==> src/rtl/moore_stim_sequencer.sv <==
// Plays a programmed list of (symbol, hold) entries into a Moore FSM and folds its output into a signature.
// a_out is registered (first symbol one edge after start); writes and starts are ignored while busy.
module moore_stim_sequencer #(
    parameter int DEPTH  = 8,
    parameter int HOLD_W = 4,
    parameter int LAT    = 2,
    localparam int AW    = $clog2(DEPTH)
) (
    input  logic              clock,
    input  logic              reset_n,
    input  logic              wr_en_in,
    input  logic [AW-1:0]     wr_addr_in,
    input  logic [2:0]        wr_sym_in,
    input  logic [HOLD_W-1:0] wr_hold_in,
    input  logic [AW:0]       len_in,
    input  logic              start_in,
    input  logic              abort_in,
    input  logic [2:0]        z_in,
    output logic [2:0]        a_out,
    output logic              busy_out,
    output logic              done_out,
    output logic [AW-1:0]     step_out,
    output logic [7:0]        sig_out
);

    localparam int DW = (LAT > 1) ? $clog2(LAT) : 1;
    localparam logic [AW:0]   DEPTH_L    = (AW+1)'(DEPTH);
    localparam logic [DW-1:0] DRAIN_INIT = DW'(LAT - 1);

    typedef enum logic [1:0] {
        ST_IDLE  = 2'd0,
        ST_RUN   = 2'd1,
        ST_DRAIN = 2'd2,
        ST_DONE  = 2'd3
    } state_t;

    state_t              state_q, state_d;
    logic [2:0]          a_q, a_d;
    logic [AW-1:0]       step_q, step_d;
    logic [7:0]          sig_q, sig_d;
    logic [HOLD_W-1:0]   hold_q, hold_d;
    logic [DW-1:0]       drain_q, drain_d;
    logic [AW:0]         len_q, len_d;
    logic [2:0]          mem_sym_q  [DEPTH];
    logic [HOLD_W-1:0]   mem_hold_q [DEPTH];

    logic [AW:0]         len_clamp;
    logic [AW-1:0]       step_nxt;
    logic [7:0]          sig_fold;
    logic                busy;

    assign busy     = (state_q == ST_RUN) || (state_q == ST_DRAIN);
    assign a_out    = a_q;
    assign busy_out = busy;
    assign done_out = (state_q == ST_DONE);
    assign step_out = step_q;
    assign sig_out  = sig_q;

    always_ff @(posedge clock or negedge reset_n) begin
        if (!reset_n) begin
            state_q <= ST_IDLE;
            a_q     <= '0;
            step_q  <= '0;
            sig_q   <= '0;
            hold_q  <= '0;
            drain_q <= '0;
            len_q   <= '0;
        end else begin
            state_q <= state_d;
            a_q     <= a_d;
            step_q  <= step_d;
            sig_q   <= sig_d;
            hold_q  <= hold_d;
            drain_q <= drain_d;
            len_q   <= len_d;
        end
    end

    // Abort outranks a write, so a write is only taken when abort is low.
    always_ff @(posedge clock or negedge reset_n) begin
        if (!reset_n) begin
            for (int i = 0; i < DEPTH; i++) begin
                mem_sym_q[i]  <= '0;
                mem_hold_q[i] <= '0;
            end
        end else if (wr_en_in && !abort_in && !busy) begin
            mem_sym_q[wr_addr_in]  <= wr_sym_in;
            mem_hold_q[wr_addr_in] <= wr_hold_in;
        end
    end

    always_comb begin
        state_d   = state_q;
        a_d       = a_q;
        step_d    = step_q;
        sig_d     = sig_q;
        hold_d    = hold_q;
        drain_d   = drain_q;
        len_d     = len_q;
        len_clamp = (len_in > DEPTH_L) ? DEPTH_L : len_in;
        step_nxt  = step_q + 1'b1;
        sig_fold  = {sig_q[6:0], sig_q[7]} ^ {5'b0, z_in};

        unique case (state_q)
            ST_IDLE, ST_DONE: begin
                a_d = '0;
                if (abort_in) begin
                    state_d = ST_IDLE;
                end else if (!wr_en_in && start_in) begin
                    sig_d = '0;
                    len_d = len_clamp;
                    if (len_clamp == '0) begin
                        state_d = ST_DONE;
                    end else begin
                        state_d = ST_RUN;
                        step_d  = '0;
                        a_d     = mem_sym_q[0];
                        hold_d  = mem_hold_q[0];
                    end
                end
            end
            ST_RUN: begin
                if (abort_in) begin
                    state_d = ST_IDLE;
                    a_d     = '0;
                end else begin
                    sig_d = sig_fold;
                    if (hold_q != '0) begin
                        hold_d = hold_q - 1'b1;
                    end else if ({1'b0, step_q} == len_q - 1'b1) begin
                        state_d = ST_DRAIN;
                        a_d     = '0;
                        drain_d = DRAIN_INIT;
                    end else begin
                        step_d = step_nxt;
                        a_d    = mem_sym_q[step_nxt];
                        hold_d = mem_hold_q[step_nxt];
                    end
                end
            end
            ST_DRAIN: begin
                a_d = '0;
                if (abort_in) begin
                    state_d = ST_IDLE;
                end else begin
                    sig_d = sig_fold;
                    if (drain_q == '0) state_d = ST_DONE;
                    else               drain_d = drain_q - 1'b1;
                end
            end
            default: state_d = ST_IDLE;
        endcase
    end

endmodule
==> config.mk <==
export PLATFORM = sky130hd
export DESIGN_NAME = moore_stim_sequencer
export DESIGN_NICKNAME = d
export VERILOG_FILES = /design/src/rtl/moore_stim_sequencer.sv
export SDC_FILE = /design/constraint.sdc
export NUM_CORES = 1
export LEC_CHECK = 0
export ABC_AREA = 1
export CORE_MARGIN = 3
export CORE_UTILIZATION = 55
export DETAILED_ROUTE_END_ITERATION = 10
export PLACE_DENSITY = 0.87
export SETUP_SLACK_MARGIN = 0.4
export SLEW_MARGIN = 20
export SYNTH_ARGS = -nofsm -noshare
export SYNTH_HDL_FRONTEND = slang
export SYNTH_SLANG_ARGS = --single-unit
==> constraint.sdc <==
create_clock -name clock -period 4.9 [get_ports clock]
set_input_delay 0.49 -clock clock [delete_from_list [all_inputs] [get_ports clock]]
set_output_delay 0.49 -clock clock [all_outputs]
set_load 0.01 [all_outputs]
==> run metrics, run 1 <==
Layout area overhead 13.0%; routability cong. between 0.9 and 1; Rows 31; critical path's slowest cell clkdlybuf4s50_1; post-place instance area ~4700 um^2; Synth cell types 34; mapped cell area between 4000 and 5000 um^2; Setup crit start state_q[0]; Initial Util between 50% and 60%; Worst Path Buf+Inv 3; Placeable Area 7410 um^2; R2R setup slack between 2000 and 2500 ps; clock-pin slew on the worst setup and hold paths approximately 80 ps; Top FF cell, synth dfrtp_1; Post-DP HPWL slightly below 7 mm; first-pass GRT wire length approximately 16 mm; number of synthesis warnings 0; Syn Inst Count between 500 and 600; cts repair resizes 0; Synth area leaders dfrtp_1, nand2_1, inv_1; Worst Tran Pin Value ~990 ps; required time worst endpoint 4410 ps; routed length on met3 ~700 um; critical path fanouts, max 7; Clock Path Buffers 2; total CTS buffers 9; reg-to-reg startpoint step_out[0]; Highest Signal Layer met4; WL met2 between 4 and 5 mm; met1 WL 4.23 mm; reg-to-reg endpoint a_out[1]; CP Class flop to output pin; most area-hungry cell type in the Yosys netlist dfrtp_1; die area 8930 um^2; Vias ~3,600; part of the Yosys area used for sequential elements about 47%; FF-to-FF path depth 9; # setup viols final 0; Die Height around 95 um; CP most frequent cell inv_1; CP cell instances inv_1, ha_1, inv_1, clkdlybuf4s50_1; width of the die 94.5 um; CTS root buffer clkbuf_8; CTS tree done; RSZ-0062 raised after global routing false; initial drt markers 231; final worst path period share 52.9%; EDFF count, synth 0; #FFs+latches synth 81; Final Hold Fails 0; first-pass iteration count of the detailed router 5; Max Slew Vio Count 0; post-synth net total 571; Final nets 601; initial antenna violation count 0; Post-CTS Setup Bufs 0; wire per inst 14.3 um; clock sink count 81; crit path to busy_out; pwr/cell area about 610 nW/um^2; final worst slack about 2300 ps; post-placement setup slack 2420 ps; final setup TNS 0 ps; delay-heaviest family, CP buffers and inverters; Fmax just under 400 MHz; ant diodes 0; Filler cells about 640; worst stage delay on the critical path approximately 590 ps; max-cap check violation count 0; critical path launch point type flop; critical path depth 4; vias per inst roughly 5.3; pin count of the biggest net entering global routing 82; run status finished clean; fraction of registers with async set/reset 100%; fin area 4870 um^2; WL final roughly 9.6 mm; CP Capture Type output pin; worst skew pair latency 350 ps; Clock Skew 8.86 ps; vias in the first global route 3,459; Port Buffers 37; H-tree depth 3; DRC errors left 0; share of post-route cells with drive strength above 1 under 10%; Post-DRT Antenna Nets 0; Final min period 2590 ps; critical path arrival between 2000 and 2500 ps; Top Ports 38; total gr overflow 0; gr usage total between 20% and 30%; maximum vdd drop 0.314 mV; Slew HR between 30% and 40%; Avg Cell Area, Syn 7.94 um^2; Yosys top cell area share a little under half; # hold bufs at CTS 0; HP Class input pin to async pin; Pleak 2.30 nW
==> worst min-delay path by stage <==
stage	to	slack [ps]	depth (start not counted)
after floorplan	a_out[0]	190	0
after global placement	hold_q[2]	470	2
after detailed placement	drain_q	460	2
after CTS	len_q[2]	340	1
after global routing	len_q[1]	360	1
final	len_q[1]	280	1
==> cells in the final DEF (no fill, tap or decap), types with 2 or more instances in the layout <==
cell / instances
a21oi_1: 20
a21oi_2: 3
buf_4: 2
clkbuf_8: 10
clkdlybuf4s50_1: 36
clkinvlp_4: 2
dfrtp_1: 81
ha_1: 6
inv_1: 81
inv_2: 2
mux2_2: 4
nand2_1: 142
nand2_4: 2
nand3_1: 45
nand4_1: 3
nor2_1: 37
nor2_4: 7
o211ai_1: 8
o21ai_0: 51
o21ai_1: 5
o22ai_1: 10
o31ai_1: 3
xnor2_1: 3
==> cells in the mapped netlist (2+ instances only) <==
cell	count
o21ai_1	5
nand2_4	2
ha_1	6
a21oi_2	3
o31ai_1	3
xnor2_1	3
inv_2	2
a21oi_1	20
buf_2	11
o211ai_1	8
nor2_1	37
dfrtp_1	81
o21ai_0	51
nor2_4	7
mux2_2	4
buf_6	6
nand3_1	45
inv_1	81
nand4_1	3
nand2_1	142
o22ai_1	10
==> final cells by class <==
class,instances,area [um^2],share of cell area (%)
Sequential cell,81,2030,41.6
Tap cell,99,124,2.54
Clock inverter,4,53.8,1.10
Multi-Input combinational cell,359,1830,37.7
Timing Repair Buffer,38,375,7.71
Clock buffer,11,141,2.90
Inverter,84,315,6.47
==> power by group <==
part | total (mW) | switching, mW | internal, mW
Clock | 0.480 | 0.233 | 0.247
Sequential | 1.13 | 0.149 | 0.986
Combinational | 1.35 | 0.838 | 0.516
Total | 2.97 | 1.22 | 1.75
==> state kept, by name, indices dropped and copies added (netlist names) <==
register,flops
mem_hold_q,32
mem_sym_q,24
sig_out,8
hold_q,4
len_q,4
a_out,3
step_out,3
state_q,2
drain_q,1
==> kinds of logic (layout without fill, tap and decap cells) <==
logic type / Yosys count / in the layout / synth area share [%]
and+or+nand+nor: 243 / 243 / 25.6
AOI/OAI and AO/OA: 102 / 102 / 13.4
muxes: 4 / 4 / 1.04
xor gates and xnor gates: 4 / 4 / 0.813
buffers and inverters: 103 / 137 / 10.4
DFF: 81 / 81 / 47.0
adders and majority gates: 6 / 6 / 1.74
==> metrics by stage <==
stage          std cells  hold slack (ps)  total power [mW]  util (%)
2_1_floorplan        543              194              2.08         -
3_3_place_gp         661              467              2.42      63.1
3_5_place_dp         661              463              2.48      63.1
4_1_cts              676              342              2.97      65.7
5_1_grt              676              362              3.23      65.7
6_report             676              283              2.97      65.7
==> routing by layer <==
| metal | vias up | global-route usage (%) |
|---|---|---|
| li1 | 1787 | - |
| met1 | 1676 | 30.2 |
| met2 | 121 | 38.2 |
| met3 | 22 | 6.22 |
| met4 | 0 | 8.29 |
| met5 | - | 0 |
Power figures use the tool's default switching activity.
==> run 2, diff against run 1 <==
- clock period: 4.9 -> 2.4 ns (I/O delays scaled with it)
==> run 2 against run 1 <==
Largest power group unchanged. Core utilization increased by 0.84 points. Via count rose by 2.3%. Clock-buffer cell count is 2 higher. Sequential cell count stayed put. Final cell count up 1.5%. Clock skew down 2.1 ps. Sequential power increased by 110%. Power is 100% higher.
==> run metrics, run 2 (synthesis gave the netlist of run 1 again) <==
first-pass iteration count of the detailed router 5 (unchanged); Post-DP HPWL 6.98 mm (+0.34%); met3 Use GR 5.58% (-0.64 points); Filler cells 593 (-6.6%); Fmax between 500 and 600 MHz; Clock Path Buffers 2 (unchanged); routability cong. 0.966 (+0.48%); commonest non-fill, non-tap cell in the layout nand2_1; CP Class flop to output pin; Clock Skew 6.81 ps (-2.05 ps); R2R setup slack 550 ps (-1850 ps); Post-DRT Antenna Nets 0 (unchanged); Worst Path Buf+Inv 2 (-1); Final nets 610 (+1.5%); run status finished clean; width of the die 94.5 um (unchanged); worst skew pair latency 360 ps (about the same); Layout area overhead 14.5%; vias per inst 5.38 (+0.78%); Pleak 2.34 nW (+1.6%); multi-input logic area 1850 um^2 (+0.68%); pin count of the biggest net entering global routing 51 (-38%); Initial Util 58.2% (unchanged); final worst slack 523 ps (-1780 ps); CTS tree done; WL final 9.75 mm (+1.1%); H-tree depth 3 (unchanged); most frequent cells in the layout nand2_1, dfrtp_1, inv_1; post-placement setup slack 328 ps (-2090 ps); # setup viols final 0 (unchanged); worst stage delay on the critical path 610 ps (+20 ps); initial antenna violation count 0 (unchanged); gr usage total 23.8% (+0.39 points); CTS root buffer clkbuf_8; required time worst endpoint 2160 ps (-2250 ps); Rows 31 (unchanged); DRC errors left 0 (unchanged); Worst Tran Pin Value 656 ps (-332 ps); Placeable Area 7410 um^2 (unchanged); clock sink count 81 (unchanged); Max Slew Vio Count 0 (unchanged); M1 GR Usage 31.9% (+1.7 points); reg-to-reg startpoint step_out[1]; CP Capture Type output pin; CP cell instances buf_6, clkdlybuf4s50_1; Port Buffers 37 (unchanged); Final Hold Fails 0 (unchanged); non-filler cells, final 686 (+1.5%); HP Class input pin to async pin; delay-heaviest family, CP buffers and inverters; worst hold margin 456 ps (+173 ps); first-pass GRT wire length 16.7 mm (+3.1%); FF-to-FF path depth 9 (unchanged); critical path fanouts, max 43 (+36); RSZ-0062 raised after global routing true; GR peak layer met2; maximum vdd drop 0.576 mV (+84%); initial drt markers 269 (+16%); dpl cells 666 (+0.76%); clock-pin slew on the worst setup and hold paths 80 ps (about the same); max FFs per register 32 (unchanged); vias in the first global route 3,610 (+4.4%); pwr/cell area 1220 nW/um^2 (+100%); critical path's slowest cell clkdlybuf4s50_1; Top Ports 38 (unchanged); Vias 3,688 (+2.3%); register area 2030 um^2 (unchanged); total gr overflow 0 (unchanged); share of post-route cells with drive strength above 1 8.35% (+1.4 points); final worst path period share around 78%; ant diodes 0 (unchanged); total CTS buffers 9 (unchanged); Slew HR 56.2% (+22 points); Die Height 94.5 um (unchanged); critical path arrival 1640 ps (-460 ps); reg-to-reg endpoint hold_q[2]; die area 8930 um^2 (unchanged); most flop-heavy register mem_hold_q; max-cap check violation count 0 (unchanged); Final min period around 1900 ps; GR met2 Demand/Resource 38.4% (+0.12 points); critical path launch point type flop; wire per inst 14.2 um (-0.39%); final setup TNS 0 ps (unchanged)
run 2: cell types whose count changed in the layout (fill, tap and decap cells not counted), sizes merged:
cell           change
buf                +8
clkbuf             +2
bufinv             -1
clkdlybuf4s50      -1
dlygate4sd2        +1
dlygate4sd3        +1
run 2: final cells by class:
class                      count  area share (%)
sequential                    81            41.1
clock buffer                  13            2.82
multi-input combinational    359            37.4
timing repair buffer          47            9.33
inverter                      84            6.47
tap                           99            2.51
clock inverter                 3           0.355
run 2: repair_timing:
item,in CTS,in global routing
buffers inserted,3,0
setup endpoints to repair,5,6
gates resized for setup,3,3
cloned,0,0
pin swaps,2,0
endpoints found under the hold margin,49,0
hold buffers,1,0
run 2: report_power, final:
| part | switching [mW] | internal [mW] |
|---|---|---|
| logic | 1.71 | 1.12 |
| clock network | 0.483 | 0.374 |
| registers | 0.308 | 2.01 |
run 2: through the flow:
stage | area, um^2 | utilization [%] | power (mW)
detailed placement | 4730 | 63.8 | 5.08
global placement | 4730 | 63.8 | 4.94
floorplan | 4310 | - | 4.25
CTS | 4920 | 66.4 | 5.97
finish | 4930 | 66.6 | 6.01
global route | 4930 | 66.6 | 6.53
run 2: routing by layer:
layer | part of all wire (%) | wire, um | up-vias
met5 | 0 | 0 | -
li1 | - | - | 1813
met3 | 8.0 | 777 | 18
met2 | 47 | 4620 | 136
met1 | 43 | 4190 | 1721
met4 | 1.6 | 155 | 0
run 2: how the worst max path moves through the flow:
| stage | from | to | cells past startpoint |
|---|---|---|---|
| 6_report | step_out[0] | step_out[0] | 2 |
| 5_1_grt | step_out[1] | a_out[2] | 8 |
| 4_1_cts | step_out[0] | step_out[0] | 2 |
| 3_5_place_dp | state_q[0] | mem_hold_q[25] | 7 |
| 3_3_place_gp | state_q[0] | mem_hold_q[24] | 7 |
| 2_1_floorplan | state_q[0] | mem_hold_q[0] | 7 |
==> run 3, diff against run 2 <==
- clock period: 2.4 -> 1.95 ns (I/O delays scaled with it)
==> run 3 against run 2 <==
Sequential cell count is the same. Die area is the same. Critical endpoint is now mem_hold_q[0]. Final area grew 16%. Critical path depth grew 4. Clock power grew 67%. Sequential share of layout area shrank 5.5 points. Combinational power grew 65%. Global-route usage grew 3.5 points. Power grew 50%. Sequential power grew 25%. Largest power group unchanged.
==> run metrics, run 3 (synthesis gave the netlist of run 1 again) <==
vias per inst 5.73 (+6.5%); first-pass GRT wire length 18.9 mm (+13%); worst hold margin 331 ps (-125 ps); most frequent cells in the layout nand2_1, dfrtp_1, inv_1; CP Class flop to flop; Switching Fraction 41.3% (-0.36 points); Clock Path Buffers 2 (unchanged); Initial Util 58.2% (unchanged); total CTS buffers 9 (unchanged); post-place instance area 4780 um^2 (+1.2%); Max Slew Vio Count 0 (unchanged); die area 8930 um^2 (unchanged); critical path launch point type flop; # setup viols final 0 (unchanged); initial antenna violation count 0 (unchanged); dpl cells 672 (+0.90%); commonest non-fill, non-tap cell in the layout nand2_1; Post-DP HPWL 7.19 mm (+3.0%); total gr overflow 0 (unchanged); Vias 4,123 (+12%); Comb pwr share 52.1% (+4.9 points); Post-DRT Antenna Nets 0 (unchanged); Worst Tran Pin Value 478 ps (-178 ps); share of post-route cells with drive strength above 1 24.8% (+16 points); CTS tree done; worst skew pair latency 360 ps (about the same); fin area 5700 um^2 (+16%); critical path fanouts, max 5 (-88%); width of the die 94.5 um (unchanged); pin count of the biggest net entering global routing 48 (-5.9%); initial drt markers 346 (+29%); post-layout util 76.9% (+10 points); Die Height 94.5 um (unchanged); non-filler cells, final 720 (+5.0%); NetSw 3.72 mW (+49%); H-tree depth 3 (unchanged); max FFs per register 32 (unchanged); DRC errors left 0 (unchanged); CTS root buffer clkbuf_8; wire per inst 17.0 um (+20%); CP Capture Type flop; required time worst endpoint 2210 ps (+50 ps); ant diodes 0 (unchanged); pwr/cell area 1580 nW/um^2 (+30%); clock-pin slew on the worst setup and hold paths 90 ps (about the same); Port Buffers 37 (unchanged); final worst path period share between 80% and 90%; first-pass iteration count of the detailed router 5 (unchanged); Top Ports 38 (unchanged); maximum vdd drop 0.823 mV (+43%); clock sink count 81 (unchanged); most flop-heavy register mem_hold_q; Pleak 2.68 nW (+15%); Placeable Area 7410 um^2 (unchanged); run status finished clean; Rows 31 (unchanged); RSZ-0062 raised after global routing true; Reg power frac 32.0% (-6.6 points); Fmax a little under 600 MHz; Final Hold Fails 0 (unchanged); HP Class input pin to async pin; Final nets 644 (+5.6%); routability cong. 0.957 (-1.0%); internal power 5.29 mW (+51%); Clock Skew 7.95 ps (+1.14 ps); clock share of power 15.8% (+1.5 points); Layout area overhead 32.2%; final setup TNS 0 ps (unchanged); vias in the first global route 3,997 (+11%); FF-to-FF path depth 6 (-3); gr usage total 27.3% (+3.5 points); Slew HR 68.1% (+12 points); max-cap check violation count 0 (unchanged); Final min period roughly 1700 ps; critical path arrival 1990 ps (+350 ps); WL final 12.3 mm (+26%)
-- run 3: changes by cell type in the layout (fill, tap and decap cells not counted), sizes merged --
cell	change
nand2	+1
clkinvlp	-1
nand4	+1
dlymetal6s2s	+2
bufinv	+2
buf	+31
clkdlybuf4s50	-4
clkbuf	+2
-- run 3: worst max-delay path: stages (launching register included) --
cell     delay, ps
dfrtp_1        420
ha_4           320
nand2_4         90
nor2_8         190
nand2_8        110
nor2_4         180
mux2_4         320
-- run 3: path summary, 6_finish.rpt --
path	start	to	slack, ps
setup / recovery	state_q[1]	mem_hold_q[0]	210
hold / removal	reset_n	sig_out[4]	330
setup reg to reg	state_q[1]	mem_hold_q[0]	210
hold reg to reg	drain_q	drain_q	500
max in group asynchronous	reset_n	mem_hold_q[27]	1000
min in group clock	len_in[2]	len_q[2]	460
-- run 3: area by class of cell --
| type | count | area, um^2 |
|---|---|---|
| multi-input cells | 361 | 2170 |
| flip-flops and latches | 81 | 2030 |
| fillers | 485 | 1710 |
| repair buffers | 79 | 825 |
| inverters | 84 | 325 |
| clock buffers | 12 | 155 |
| well taps | 99 | 124 |
| clock inverters | 4 | 73.8 |
-- run 3: power by group through the flow --
stage	clock [mW]	combinational [mW]	sequential (mW)
2_1_floorplan	0	2.47	2.83
3_3_place_gp	0	3.34	2.84
3_5_place_dp	0	3.47	2.89
4_1_cts	1.43	3.99	2.86
5_1_grt	1.51	5.14	2.96
6_report	1.43	4.70	2.89
-- run 3: repair_timing --
action / 4_1_cts / 5_1_grt
setup endpoints to repair: 77 / 86
gates resized for setup: 55 / 84
endpoints found under the hold margin: 34 / 0
gates cloned: 3 / 2
pin swaps: 14 / 18
hold buffers: 1 / 0
setup buffers: 17 / 9
-- run 3: per-layer routing --
| layer | routed length [um] | GRT usage (%) |
|---|---|---|
| met5 | 0 | 0 |
| met4 | 479 | 13.7 |
| met3 | 970 | 5.42 |
| met2 | 6060 | 45.2 |
| met1 | 4750 | 34.1 |
-- run 3: stage by stage --
| step | worst slack, ps | power [mW] |
|---|---|---|
| global route | 183 | 9.62 |
| CTS | 254 | 8.28 |
| global placement | 222 | 6.18 |
| floorplan | 310 | 5.30 |
| detailed placement | 178 | 6.36 |
| finish | 214 | 9.01 |
